===== src/rtl/ddr2_pkg.sv =====
// ----------------------------------------------------------------------------
// ddr2_pkg
// Shared definitions for the DDR2 command-bus arbiter:
//   - DDR2 command encodings {cs,ras,cas,we}
//   - arbiter FSM state enum
//   - bit positions of the one-hot pick/grant vector
// No ports (package).
// ----------------------------------------------------------------------------
package ddr2_pkg;

   localparam logic [3:0] CMD_LM   = 4'b0000;
   localparam logic [3:0] CMD_AREF = 4'b0001;
   localparam logic [3:0] CMD_PRE  = 4'b0010;
   localparam logic [3:0] CMD_ACT  = 4'b0011;
   localparam logic [3:0] CMD_WR   = 4'b0100;
   localparam logic [3:0] CMD_RD   = 4'b0101;
   localparam logic [3:0] CMD_NOP  = 4'b0111;

   typedef enum logic [2:0] {
      ST_INIT  = 3'd0,
      ST_ARB   = 3'd1,
      ST_AREF  = 3'd2,
      ST_WRITE = 3'd3,
      ST_READ  = 3'd4
   } state_t;

   // Bit positions inside the 3-bit one-hot pick / grant vector.
   localparam int PICK_RD   = 0;
   localparam int PICK_WR   = 1;
   localparam int PICK_AREF = 2;

endpackage


===== src/rtl/ddr2_arb_pick.sv =====
// ----------------------------------------------------------------------------
// ddr2_arb_pick
// Combinational chooser for the next bus owner.
// Refresh has fixed top priority; write and read alternate when both request.
// Ports:
//   aref_req, wr_req, rd_req  in   level requests
//   last_served               in   ST_WRITE or ST_READ: last data source served
//   pick                      out  one-hot {aref, wr, rd} (bit positions PICK_*),
//                                  all zero when nobody requests
// ----------------------------------------------------------------------------
module ddr2_arb_pick
   import ddr2_pkg::*;
(
   input  logic       aref_req,
   input  logic       wr_req,
   input  logic       rd_req,
   input  state_t     last_served,
   output logic [2:0] pick
);

   always_comb begin
      pick = 3'b000;
      if (aref_req) begin
         pick[PICK_AREF] = 1'b1;
      end else if (wr_req && rd_req) begin
         // Both data sources waiting: the one not served last goes next.
         if (last_served == ST_WRITE) begin
            pick[PICK_RD] = 1'b1;
         end else begin
            pick[PICK_WR] = 1'b1;
         end
      end else if (wr_req) begin
         pick[PICK_WR] = 1'b1;
      end else if (rd_req) begin
         pick[PICK_RD] = 1'b1;
      end
   end

endmodule


===== src/rtl/ddr2_cmd_arbiter.sv =====
// ----------------------------------------------------------------------------
// ddr2_cmd_arbiter
// Owns the DDR2 command/address bus. Until init_end is seen the init
// sequencer's cke/cmd/ba/addr are passed through (one cycle of latency).
// Afterwards the bus is granted to auto-refresh (highest priority) or to the
// write/read sources (round-robin). Every grant is separated by at least one
// ARB cycle, which drives NOP onto the bus.
//
// Optional feature macro: DDR2_ARB_TIMEOUT_EN
//   defined   : a grant held for MAX_GRANT_CYCLES cycles without *_done is
//               revoked, NOP is driven and grant_timeout pulses for one cycle
//   undefined : grants last until *_done; grant_timeout is tied to 0
//
// Handshake: *_req is a level held by the source; *_gnt is registered and is
// high on every cycle the source owns the bus, starting with the entry
// cycle; the owner releases with a one-cycle *_done pulse (entry cycle
// included), after which *_gnt falls on the same edge the FSM returns to ARB.
// *_done from a source that does not own the bus is ignored.
//
// Ports:
//   clk, rst_n                     clock, synchronous active-low reset
//   init_end, init_cke/cmd/ba/addr init sequencer interface
//   {aref,wr,rd}_req/_done         source request level / release pulse
//   {aref,wr,rd}_gnt               registered grants
//   {aref,wr,rd}_cmd/_ba/_addr     source command buses
//   ddr2_cke/cmd/ba/addr           registered bus toward the PHY
//   grant_timeout                  one-cycle timeout error pulse
//   dbg_state                      current FSM state (observability)
// ----------------------------------------------------------------------------
module ddr2_cmd_arbiter
   import ddr2_pkg::*;
#(
   parameter int BA_BITS          = 3,
   parameter int ADDR_BITS        = 13,
   parameter int MAX_GRANT_CYCLES = 64
) (
   input  logic                 clk,
   input  logic                 rst_n,
   input  logic                 init_end,
   input  logic                 init_cke,
   input  logic [3:0]           init_cmd,
   input  logic [BA_BITS-1:0]   init_ba,
   input  logic [ADDR_BITS-1:0] init_addr,
   input  logic                 aref_req,
   input  logic                 wr_req,
   input  logic                 rd_req,
   input  logic                 aref_done,
   input  logic                 wr_done,
   input  logic                 rd_done,
   output logic                 aref_gnt,
   output logic                 wr_gnt,
   output logic                 rd_gnt,
   input  logic [3:0]           aref_cmd,
   input  logic [3:0]           wr_cmd,
   input  logic [3:0]           rd_cmd,
   input  logic [BA_BITS-1:0]   aref_ba,
   input  logic [BA_BITS-1:0]   wr_ba,
   input  logic [BA_BITS-1:0]   rd_ba,
   input  logic [ADDR_BITS-1:0] aref_addr,
   input  logic [ADDR_BITS-1:0] wr_addr,
   input  logic [ADDR_BITS-1:0] rd_addr,
   output logic                 ddr2_cke,
   output logic [3:0]           ddr2_cmd,
   output logic [BA_BITS-1:0]   ddr2_ba,
   output logic [ADDR_BITS-1:0] ddr2_addr,
   output logic                 grant_timeout,
   output state_t               dbg_state
);

   state_t                 state_q;
   state_t                 last_served_q;
   logic [2:0]             gnt_q;
   logic                   ddr2_cke_q;
   logic [3:0]             ddr2_cmd_q;
   logic [BA_BITS-1:0]     ddr2_ba_q;
   logic [ADDR_BITS-1:0]   ddr2_addr_q;

   logic [2:0]             pick;
   logic [3:0]             sel_cmd;
   logic [BA_BITS-1:0]     sel_ba;
   logic [ADDR_BITS-1:0]   sel_addr;
   logic                   sel_done;
   logic                   timeout_fire;

   ddr2_arb_pick u_pick (
      .aref_req    (aref_req),
      .wr_req      (wr_req),
      .rd_req      (rd_req),
      .last_served (last_served_q),
      .pick        (pick)
   );

   // Route the current owner's bus and release pulse; the other sources'
   // done pulses never reach the FSM.
   always_comb begin
      sel_cmd  = CMD_NOP;
      sel_ba   = '0;
      sel_addr = '0;
      sel_done = 1'b0;
      case (state_q)
         ST_AREF: begin
            sel_cmd  = aref_cmd;
            sel_ba   = aref_ba;
            sel_addr = aref_addr;
            sel_done = aref_done;
         end
         ST_WRITE: begin
            sel_cmd  = wr_cmd;
            sel_ba   = wr_ba;
            sel_addr = wr_addr;
            sel_done = wr_done;
         end
         ST_READ: begin
            sel_cmd  = rd_cmd;
            sel_ba   = rd_ba;
            sel_addr = rd_addr;
            sel_done = rd_done;
         end
         default: ;
      endcase
   end

`ifdef DDR2_ARB_TIMEOUT_EN
   localparam int CNT_W = $clog2(MAX_GRANT_CYCLES + 1);

   logic [CNT_W-1:0] cnt_q;
   logic             timeout_q;

   // cnt_q counts completed grant cycles; the last allowed cycle is
   // MAX_GRANT_CYCLES-1, so the grant is high exactly MAX_GRANT_CYCLES cycles.
   always_comb begin
      timeout_fire = 1'b0;
      if ((state_q == ST_AREF) || (state_q == ST_WRITE) || (state_q == ST_READ)) begin
         timeout_fire = !sel_done && (cnt_q == CNT_W'(MAX_GRANT_CYCLES - 1));
      end
   end

   always_ff @(posedge clk) begin
      if (!rst_n) begin
         cnt_q     <= '0;
         timeout_q <= 1'b0;
      end else begin
         timeout_q <= timeout_fire;
         if ((state_q == ST_AREF) || (state_q == ST_WRITE) || (state_q == ST_READ)) begin
            cnt_q <= cnt_q + 1'b1;
         end else begin
            cnt_q <= '0;
         end
      end
   end

   assign grant_timeout = timeout_q;
`else
   assign timeout_fire  = 1'b0;
   assign grant_timeout = 1'b0;
`endif

   always_ff @(posedge clk) begin
      if (!rst_n) begin
         state_q       <= ST_INIT;
         last_served_q <= ST_READ;
         gnt_q         <= 3'b000;
         ddr2_cke_q    <= 1'b0;
         ddr2_cmd_q    <= CMD_NOP;
         ddr2_ba_q     <= '0;
         ddr2_addr_q   <= '0;
      end else begin
         case (state_q)
            ST_INIT: begin
               ddr2_cke_q  <= init_cke;
               ddr2_cmd_q  <= init_cmd;
               ddr2_ba_q   <= init_ba;
               ddr2_addr_q <= init_addr;
               // Only reset brings the FSM back here, which makes init_end sticky.
               if (init_end) begin
                  state_q <= ST_ARB;
               end
            end

            ST_ARB: begin
               ddr2_cke_q <= 1'b1;
               ddr2_cmd_q <= CMD_NOP;
               gnt_q      <= pick;
               if (pick[PICK_AREF]) begin
                  state_q <= ST_AREF;
               end else if (pick[PICK_WR]) begin
                  state_q <= ST_WRITE;
               end else if (pick[PICK_RD]) begin
                  state_q <= ST_READ;
               end
            end

            ST_AREF, ST_WRITE, ST_READ: begin
               ddr2_cke_q  <= 1'b1;
               ddr2_cmd_q  <= timeout_fire ? CMD_NOP : sel_cmd;
               ddr2_ba_q   <= sel_ba;
               ddr2_addr_q <= sel_addr;
               if (sel_done || timeout_fire) begin
                  state_q <= ST_ARB;
                  gnt_q   <= 3'b000;
                  // Refresh does not take part in the write/read alternation.
                  if (state_q != ST_AREF) begin
                     last_served_q <= state_q;
                  end
               end
            end

            default: begin
               state_q <= ST_ARB;
               gnt_q   <= 3'b000;
            end
         endcase
      end
   end

   assign aref_gnt  = gnt_q[PICK_AREF];
   assign wr_gnt    = gnt_q[PICK_WR];
   assign rd_gnt    = gnt_q[PICK_RD];
   assign ddr2_cke  = ddr2_cke_q;
   assign ddr2_cmd  = ddr2_cmd_q;
   assign ddr2_ba   = ddr2_ba_q;
   assign ddr2_addr = ddr2_addr_q;
   assign dbg_state = state_q;

endmodule


===== config.mk =====
export PLATFORM = sky130hd
export DESIGN_NAME = ddr2_cmd_arbiter
export DESIGN_NICKNAME = d
export VERILOG_FILES = /design/src/rtl/ddr2_pkg.sv /design/src/rtl/ddr2_arb_pick.sv /design/src/rtl/ddr2_cmd_arbiter.sv
export SDC_FILE = /design/constraint.sdc
export NUM_CORES = 1
export LEC_CHECK = 0
export BUFFER_PORTS_ARGS = -buffer_cell sky130_fd_sc_hd__buf_4
export CORE_MARGIN = 1.5
export CORE_UTILIZATION = 45
export CTS_CLUSTER_SIZE = 16
export DETAILED_ROUTE_END_ITERATION = 7
export PLACE_DENSITY = 0.86
export SLEW_MARGIN = 15
export SYNTH_ARGS = -nofsm -noshare
export SYNTH_HDL_FRONTEND = slang
export SYNTH_SLANG_ARGS = --single-unit

===== constraint.sdc =====
create_clock -name clk -period 2.7 [get_ports clk]
set_clock_uncertainty 0.1 [all_clocks]
set_input_delay 0.135 -clock clk [delete_from_list [all_inputs] [get_ports clk]]
set_output_delay 0.135 -clock clk [all_outputs]
set_load 0.01 [all_outputs]

==> impl_metrics.tcl, run 1 <==
set metrics [dict create \
    hpwl_um 3990 \
    cts_root_buffer "clkbuf_8" \
    cts_setup_buffers 0 \
    m1WireLength_um 2200 \
    min-delay-start "init_addr[0]" \
    finalCritPeriodShare_pct 71.0 \
    ff2ff_setup_slack_ns 0.78 \
    drv_cap 0 \
    vias 2135 \
    max_freq_ghz 0.522 \
    dr.first_iter.drc_count 206 \
    syn_area_um2 1740 \
    cp.arrival_ns 1.97 \
    synthCells 239 \
    yosys_warnings 0 \
    yosysTopAreaCellShare_pct 34.6 \
    finalSetupTns_ns 0 \
    start_util_pct 47.0 \
    die_h_um 65.1 \
    synth-seq-cells 30 \
    cts_resized 0 \
    worst_ep_required_time_ns 2.75 \
    postSynthAreaPerCell_um2 7.26 \
    ant_nets 0 \
    drtPass1Iterations 4 \
    path_class "flop to flop" \
    tightest_slew_ns 0.741 \
    cts_made_buffers 5 \
    cellPowerDensity_nw_per_um2 525 \
    area_growth_pct 52.5 \
    grt_max_degree 32 \
    setup_viol 0 \
    clk_path_buf_depth 2 \
    fin_area_um2 2650 \
    rsz0062_at_grt "no" \
    synthDistinctLibCells 37 \
    p_clk_share_pct 23.9 \
    drv_slew 0 \
    n_antenna_cell 0 \
    switchingPower_mw 0.450 \
    coreArea_um2 3690 \
    rows 22 \
    wl_met2_um 2720 \
    ioPinCount 118 \
    syn_nets 329 \
    grt_overflow 0 \
    viasPerCell 5.43 \
    drt-total-wl_um 5500 \
    port_buffers 116 \
    whs_endpoint "ddr2_addr[0]" \
    status "complete, no violations" \
    grt_pass1_vias 2034 \
    reg2reg_depth 4 \
    internal_power_mw 0.938 \
    clk_pin_slew_worst_paths_ns 0.06 \
    hold_violations 0 \
    grt_pass1_wl_um 8940 \
    drc 0 \
    highest_layer "met4" \
    die_w_um 65.1 \
    place_congestion 0.830 \
    period_minus_slack_ns 1.92 \
    cts_max_level 2 \
    p_comb_share_pct 36.2 \
    cts_sinks 30 \
    avgRoutedWirePerCell_um 14.0 \
    dpl_cell_area_um2 2570 \
    grt_use_total_pct 26.7 \
    critPathLaunchType "flop" \
    yosys-top-cells-area "dfxtp_1 35%, a21oi_1 11%, nor2_1 8.7%, o22ai_1 7.6%, o21ai_0 6.6%" \
    cellLeakagePower_nw 1.22 \
    slew-limit-headroom_pct 49.6 \
    cts_tree "done" \
    hold_depth 3 \
    layout-drive-gt1-share_pct 38.6 \
    clk_latency_ns 0.28 \
    synth_top_area_cell "dfxtp_1" \
    cp_max_fo 31 \
    ir_worst_vdd_mv 0.387 \
    hold_path.class "input port to flop" \
    r2r-end "gnt_q[1]" \
    n_fill_cell 322 \
    fin_nets 435 \
    dieArea_um2 4240 \
    end_kind "flop" \
    pwr-share-seq_pct 39.9 \
    reg2reg_from "dbg_state[2]" \
    synth_seq_area_share_pct 34.6 \
    power.share.switching_pct 32.4 \
    antenna_found_initial 0 \
    met3_length_um 531 \
    holdBufCountCts 0 \
]
worst max-delay path by stage:
stage | from | end | slack, ns | cells past startpoint
2_1_floorplan | dbg_state[2] | dbg_state[2] | 1.22 | 5
3_3_place_gp | dbg_state[2] | gnt_q[1] | 0.86 | 4
3_5_place_dp | dbg_state[2] | gnt_q[2] | 0.80 | 4
4_1_cts | dbg_state[2] | gnt_q[1] | 0.81 | 4
5_1_grt | dbg_state[2] | gnt_q[0] | 0.64 | 4
6_report | dbg_state[2] | gnt_q[1] | 0.78 | 4
worst max-delay path: stages, from the launching register on:
cell and delay, ns:
dfxtp_2 0.69, nand3b_2 0.43, nor2_1 0.07, a211oi_1 0.34, o22ai_1 0.14
synth_stat cells, drive strengths merged:
cell,instances
nand2b,1
mux2i,2
clkbuf,5
a211oi,1
inv,1
and3,1
nor2,40
or3,3
buf,15
o211ai,7
mux2,4
o22a,1
nand2,26
nor3,3
nand3b,3
nand4b,1
a21oi,39
nand3,1
o22ai,21
a311oi,1
dfxtp,30
o211a,1
nor2b,1
a31oi,1
or2,2
o21ai,23
conb,1
a21o,2
nor3b,2
power by group through the flow:
stage / logic (mW) / registers (mW) / clock network (mW)
floorplan: 0.266 / 0.567 / 0
global placement: 0.494 / 0.560 / 0
detailed placement: 0.501 / 0.562 / 0
CTS: 0.503 / 0.553 / 0.340
global route: 0.553 / 0.563 / 0.365
finish: 0.503 / 0.554 / 0.332
metal layers:
metal,up-vias,track usage (%)
li1,1063,-
met1,964,31.3
met2,104,48.5
met3,4,7.02
met4,0,6.77
met5,-,0
flip-flops by register name, summed over array words and instances, names as in the netlist:
signal	flops
ddr2_ba	3
ddr2_cmd	4
gnt_q	3
last_served_q	3
ddr2_cke	1
dbg_state	3
ddr2_addr	13
layout make-up:
| class | instances | area, um^2 | area share [%] |
|---|---|---|---|
| timing repair buffer | 119 | 893 | 33.8 |
| clock buffer | 7 | 76.3 | 2.88 |
| multi-input combinational | 188 | 1010 | 38.2 |
| tap | 48 | 60.1 | 2.27 |
| inverter | 1 | 3.75 | 0.142 |
| sequential | 30 | 602 | 22.7 |
cell usage in the layout, fill, tap and decap left out, drive strengths merged, types with 2 or more instances in the layout:
| cell type | n |
|---|---|
| o211ai | 7 |
| mux2 | 4 |
| buf | 119 |
| a21o | 2 |
| o22ai | 21 |
| nor2 | 40 |
| o21ai | 23 |
| nor3 | 3 |
| dfxtp | 30 |
| nand3b | 3 |
| clkbuf | 7 |
| a21oi | 39 |
| or3 | 3 |
| or2 | 2 |
| nand2 | 26 |
| mux2i | 2 |
| nor3b | 2 |
through the flow:
stage	setup WS [ns]	hold slack [ns]	util [%]	power (mW)	instances
floorplan	1.22	0.165	-	0.833	239
global placement	0.861	0.287	69.7	1.05	386
detailed placement	0.798	0.295	69.7	1.06	386
CTS	0.810	0.00128	71.7	1.40	393
global route	0.636	0.00466	71.7	1.48	393
finish	0.783	0.00749	71.7	1.39	393
cells by family after synthesis:
family | synth area share [%]
compound gates | 32.4
buf+inv | 7.14
flops | 34.6
mux | 4.18
other cells | 0.216
simple gates | 21.5
Power figures use the tool's default switching activity.
==> run 2: changes to the inputs <==
--- a/config.mk
+++ b/config.mk
@@ -7,10 +7,10 @@
 export LEC_CHECK = 0
 export BUFFER_PORTS_ARGS = -buffer_cell sky130_fd_sc_hd__buf_4
 export CORE_MARGIN = 1.5
-export CORE_UTILIZATION = 45
+export CORE_UTILIZATION = 37
 export CTS_CLUSTER_SIZE = 16
 export DETAILED_ROUTE_END_ITERATION = 7
-export PLACE_DENSITY = 0.86
+export PLACE_DENSITY = 0.75
 export SLEW_MARGIN = 15
 export SYNTH_ARGS = -nofsm -noshare
 export SYNTH_HDL_FRONTEND = slang
==> constraint.sdc (replaced) <==
create_clock -name clk -period 1.68 [get_ports clk]
set_clock_uncertainty 0.1 [all_clocks]
set_input_delay 0.084 -clock clk [delete_from_list [all_inputs] [get_ports clk]]
set_output_delay 0.084 -clock clk [all_outputs]
set_load 0.01 [all_outputs]
==> run 2 against run 1 <==
Against the previous run:
- the flow now finishes with violations (DRC)
- register-to-register slack got worse by 0.69 ns
- via count rose by 6.2%
- sequential share of layout area fell by 2.7 points
- flip-flop and latch count did not move
- fmax rose by 21%
- total power rose by 74%
- die area rose by 21%
- wire length rose by 9.6%
- sequential power rose by 58%
- combinational power rose by 85%
==> impl_metrics.tcl, run 2 (synthesized netlist as in run 1, its figures left out) <==
set metrics [dict create \
    status "complete, but fails checks" \
    violations "DRC" \
    met1_usage_pct 27.7 \
    period_minus_slack_ns 1.58 \
    hold_path.class "input port to flop" \
    dieArea_um2 5110 \
    die_h_um 71.5 \
    die_w_um 71.5 \
    cts_max_level 2 \
    n_antenna_cell 0 \
    cts_root_buffer "clkbuf_8" \
    use_met3_pct 5.77 \
    cts_tree "done" \
    drv_cap 0 \
    use_met2_pct 40.8 \
    vias 2267 \
    drc 10 \
    slew-limit-headroom_pct 59.3 \
    port_buffers 116 \
    drtPass1Iterations 6 \
    grt_pass1_wl_um 9490 \
    start_util_pct 39.0 \
    hpwl_um 4130 \
    fin_area_um2 3000 \
    rows 24 \
    busiest_layer "met2" \
    crit_start "dbg_state[1]" \
    ir_worst_vdd_mv 0.564 \
    grt_pass1_vias 2151 \
    cellLeakagePower_nw 1.38 \
    endpoint "ddr2_addr[8]" \
    ant_nets 0 \
    setup_viol 0 \
    max_freq_ghz 0.631 \
    fin_nets 467 \
    cts_sinks 30 \
    hold_depth 3 \
    layout-drive-gt1-share_pct 38.6 \
    internal_power_mw 1.63 \
    clk_path_buf_depth 2 \
    area_growth_pct 72.7 \
    path_class "flop to flop" \
    antenna_found_initial 0 \
    clk_pin_slew_worst_paths_ns 0.07 \
    cellPowerDensity_nw_per_um2 806 \
    avgRoutedWirePerCell_um 14.0 \
    pwr-share-seq_pct 36.1 \
    largest_register_ffs 13 \
    cts_made_buffers 5 \
    p_comb_share_pct 38.5 \
    critPathLaunchType "flop" \
    grt_max_degree 29 \
    finalSetupTns_ns 0 \
    finalCritPeriodShare_pct 94.3 \
    reg2reg_from "dbg_state[1]" \
    drv_slew 0 \
    drt-total-wl_um 6030 \
    viasPerCell 5.27 \
    ioPinCount 118 \
    finalPower_mw 2.42 \
    coreArea_um2 4440 \
    place_congestion 0.774 \
    worst_ep_required_time_ns 1.75 \
    power.share.switching_pct 32.4 \
    end_kind "flop" \
    min-delay-start "wr_addr[10]" \
    hold_violations 0 \
    dpl_cell_area_um2 2650 \
    reg2reg_depth 5 \
    cp_max_fo 11 \
    mostFrequentLayoutCell "buf_4" \
    grt_use_total_pct 23.0 \
    r2r-end "ddr2_addr[8]" \
    grt_overflow 0 \
    layout_common_cells "126 x buf_4, 40 x nor2_1, 38 x a21oi_1, 29 x dfxtp_1, 26 x nand2_1" \
    switchingPower_mw 0.782 \
    ff2ff_setup_slack_ns 0.1 \
    hold_slack_ns 0.00224 \
    cp.arrival_ns 1.66 \
    p_clk_share_pct 25.4 \
    tightest_slew_ns 0.608 \
    clk_latency_ns 0.28 \
    dr.first_iter.drc_count 139 \
]
run 2: cell types whose count changed in the layout (fill, tap and decap cells not counted), moves of 2 or more:
cell           delta
buf_12            +2
clkbuf_1          -2
buf_4             +7
dlygate4sd3_1    +23
run 2: through the flow:
stage                     setup WS, ns  utilization, %  cells
after global placement          0.0873            59.7    397
after CTS                       0.0265            67.0    428
final                           0.0957            67.5    430
after detailed placement        0.0358            59.7    397
after global routing          -0.00996            67.5    430
after floorplan                  0.204               -    239
run 2: layout make-up:
cell class                 count  area [um^2]
clock inverter                 2         12.5
fill                         392         1450
timing repair buffer         151         1220
inverter                       1         3.75
multi-input combinational    188         1020
clock buffer                   6         82.6
sequential                    30          602
tap                           52         65.1
run 2: per-layer routing:
| metal | up-vias | routed length, um |
|---|---|---|
| met2 | 90 | 2970 |
| met1 | 1036 | 2490 |
| met3 | 11 | 477 |
| met5 | - | 0 |
| met4 | 0 | 85 |
| li1 | 1130 | - |
run 2: power groups by stage:
stage | combinational (mW) | sequential (mW) | clock (mW)
finish | 0.931 | 0.873 | 0.613
global route | 1.02 | 0.884 | 0.657
CTS | 0.913 | 0.872 | 0.622
detailed placement | 0.867 | 0.885 | 0
global placement | 0.856 | 0.883 | 0
floorplan | 0.427 | 0.912 | 0
run 2: worst min path at each step:
stage | endpoint | slack [ns]
final | ddr2_addr[10] | 0.002
after global routing | ddr2_addr[0] | 0.02
after CTS | ddr2_addr[10] | 0.001
after detailed placement | ddr2_addr[5] | 0.24
after global placement | gnt_q[2] | 0.23
after floorplan | gnt_q[2] | 0.11
run 2: worst max-delay path: stages (launching register included):
cell,delay (ns)
dfxtp_1,0.41
nor2_1,0.52
a21oi_4,0.10
buf_4,0.21
nand2_1,0.08
a21oi_1,0.06
run 2: timing repair:
action                                  4_1_cts  5_1_grt
gates resized for setup                       0        1
buffers inserted                              0        2
endpoints found under the setup margin        0       19
hold endpoints to repair                     19        0
hold buffers                                 23        0
==> run 3: changes to the inputs <==
--- a/config.mk
+++ b/config.mk
@@ -7,10 +7,11 @@
 export LEC_CHECK = 0
 export BUFFER_PORTS_ARGS = -buffer_cell sky130_fd_sc_hd__buf_4
 export CORE_MARGIN = 1.5
-export CORE_UTILIZATION = 37
+export CORE_UTILIZATION = 42
 export CTS_CLUSTER_SIZE = 16
 export DETAILED_ROUTE_END_ITERATION = 7
-export PLACE_DENSITY = 0.75
+export PLACE_DENSITY = 0.81
+export REMOVE_ABC_BUFFERS = 1
 export SLEW_MARGIN = 15
 export SYNTH_ARGS = -nofsm -noshare
 export SYNTH_HDL_FRONTEND = slang
==> constraint.sdc (replaced) <==
create_clock -name clk -period 1.55 [get_ports clk]
set_clock_uncertainty 0.1 [all_clocks]
set_input_delay 0.0775 -clock clk [delete_from_list [all_inputs] [get_ports clk]]
set_output_delay 0.0775 -clock clk [all_outputs]
set_load 0.01 [all_outputs]
==> run 3 against run 2 <==
Against the previous run:
- the flow now finishes without violations
- clock-buffer cell count is 1 higher
- global-route usage rose by 2.6 points
- fmax grew 7.2%
- first-iteration DRC count shrank 25%
- final area increased by 1.3%
- register-to-register slack got worse by 0.02 ns
==> impl_metrics.tcl, run 3 (synthesized netlist as in run 1, its figures left out) <==
set metrics [dict create \
    grt_overflow 0 \
    rows 23 \
    cts_max_level 2 \
    drtPass1Iterations 4 \
    cts_tree "done" \
    vias 2294 \
    die_h_um 67.3 \
    n_fill_cell 310 \
    mostFrequentLayoutCell "buf_4" \
    place_ws_ns -0.00272 \
    start_util_pct 43.4 \
    layout-drive-gt1-share_pct 38.6 \
    ioPinCount 118 \
    critPathLaunchType "flop" \
    cts_sinks 30 \
    hold_path.class "input port to flop" \
    clk_latency_ns 0.28 \
    cp_max_fo 18 \
    largest_register_ffs 13 \
    antenna_found_initial 0 \
    die_w_um 67.3 \
    coreArea_um2 4000 \
    hold_violations 0 \
    dr.first_iter.drc_count 104 \
    finalSetupTns_ns 0 \
    grt_max_degree 29 \
    end_kind "flop" \
    highest_layer "met4" \
    cts_setup_buffers 0 \
    fin_nets 470 \
    n_antenna_cell 0 \
    drv_cap 0 \
    finalCritPeriodShare_pct 95.3 \
    ant_nets 0 \
    ff2ff_setup_slack_ns 0.07 \
    viasPerCell 5.32 \
    drc 0 \
    drv_slew 0 \
    area_growth_pct 75.0 \
    setup_viol 0 \
    m1WireLength_um 2510 \
    dieArea_um2 4530 \
    cellPowerDensity_nw_per_um2 869 \
    avgRoutedWirePerCell_um 14.0 \
    worst_ep_required_time_ns 1.65 \
    grt_pass1_wl_um 8890 \
    hpwl_um 4090 \
    clk_pin_slew_worst_paths_ns 0.07 \
    met3_length_um 458 \
    wl_met2_um 2970 \
    max_freq_ghz 0.677 \
    period_minus_slack_ns 1.48 \
    status "complete, no violations" \
    path_class "flop to flop" \
    grt_pass1_vias 2011 \
    fin_ws_ns 0.0727 \
    rsz0062_at_grt "no" \
    cellLeakagePower_nw 1.40 \
    cts_made_buffers 5 \
    drt-total-wl_um 6020 \
    grt_use_total_pct 25.6 \
    ir_worst_vdd_mv 0.638 \
    cp.arrival_ns 1.58 \
    place_congestion 0.776 \
    clk_path_buf_depth 2 \
    layout_common_cells "126 x buf_4, 39 x nor2_1, 38 x a21oi_1, 29 x dfxtp_1, 26 x nand2_1" \
    cts_root_buffer "clkbuf_8" \
    port_buffers 116 \
]
[run 3: worst paths after layout]
kind | from | end | depth (start not counted)
hold / removal | wr_addr[10] | ddr2_addr[10] | 3
hold reg to reg | last_served_q[2] | last_served_q[2] | 1
setup reg to reg | dbg_state[1] | ddr2_addr[5] | 5
setup / recovery | dbg_state[1] | ddr2_addr[5] | 5
[run 3: final cells by class]
class / instances / area, um^2 / share of cell area [%]
repair buffers: 154 / 1260 / 41.4
multi-input cells: 188 / 1020 / 33.6
flip-flops and latches: 30 / 602 / 19.8
clock buffers: 7 / 86.3 / 2.84
well taps: 50 / 62.6 / 2.06
clock inverters: 1 / 5.00 / 0.165
inverters: 1 / 3.75 / 0.124
[run 3: per-stage QoR]
step	instances	area (um^2)	util, %	power, mW	hold slack (ns)
after floorplan	219	1620	-	1.40	0.0664
after global placement	399	2690	67.3	1.91	0.230
after detailed placement	399	2690	67.3	1.93	0.236
after CTS	431	3030	75.7	2.63	0.00537
after global routing	431	3040	75.9	2.78	0.0151
final	431	3040	75.9	2.64	0.0118
[run 3: routing by layer]
metal / track usage, % / vias up
li1: - / 1133
met1: 29.5 / 1050
met2: 46.3 / 100
met3: 5.83 / 11
met4: 8.93 / 0
met5: 0 / -
[run 3: what timing repair did]
item / CTS / global route
endpoints found under the setup margin: 4 / 6
endpoints found under the hold margin: 20 / 0
hold buffers: 24 / 0
resized for setup: 1 / 2
pin swaps: 0 / 1
[run 3: where the power goes]
group / switching (mW) / internal (mW) / leakage [nW]
sequential: 0.0654 / 0.875 / 0.249
clock: 0.293 / 0.358 / 0.0482
combinational: 0.484 / 0.562 / 1.10
[run 3: worst max-delay path: stages, from the launching register on]
cell and delay, ns:
dfxtp_1 0.43, buf_12 0.19, mux2i_2 0.27, buf_12 0.17, o21ai_0 0.08, a21oi_1 0.15
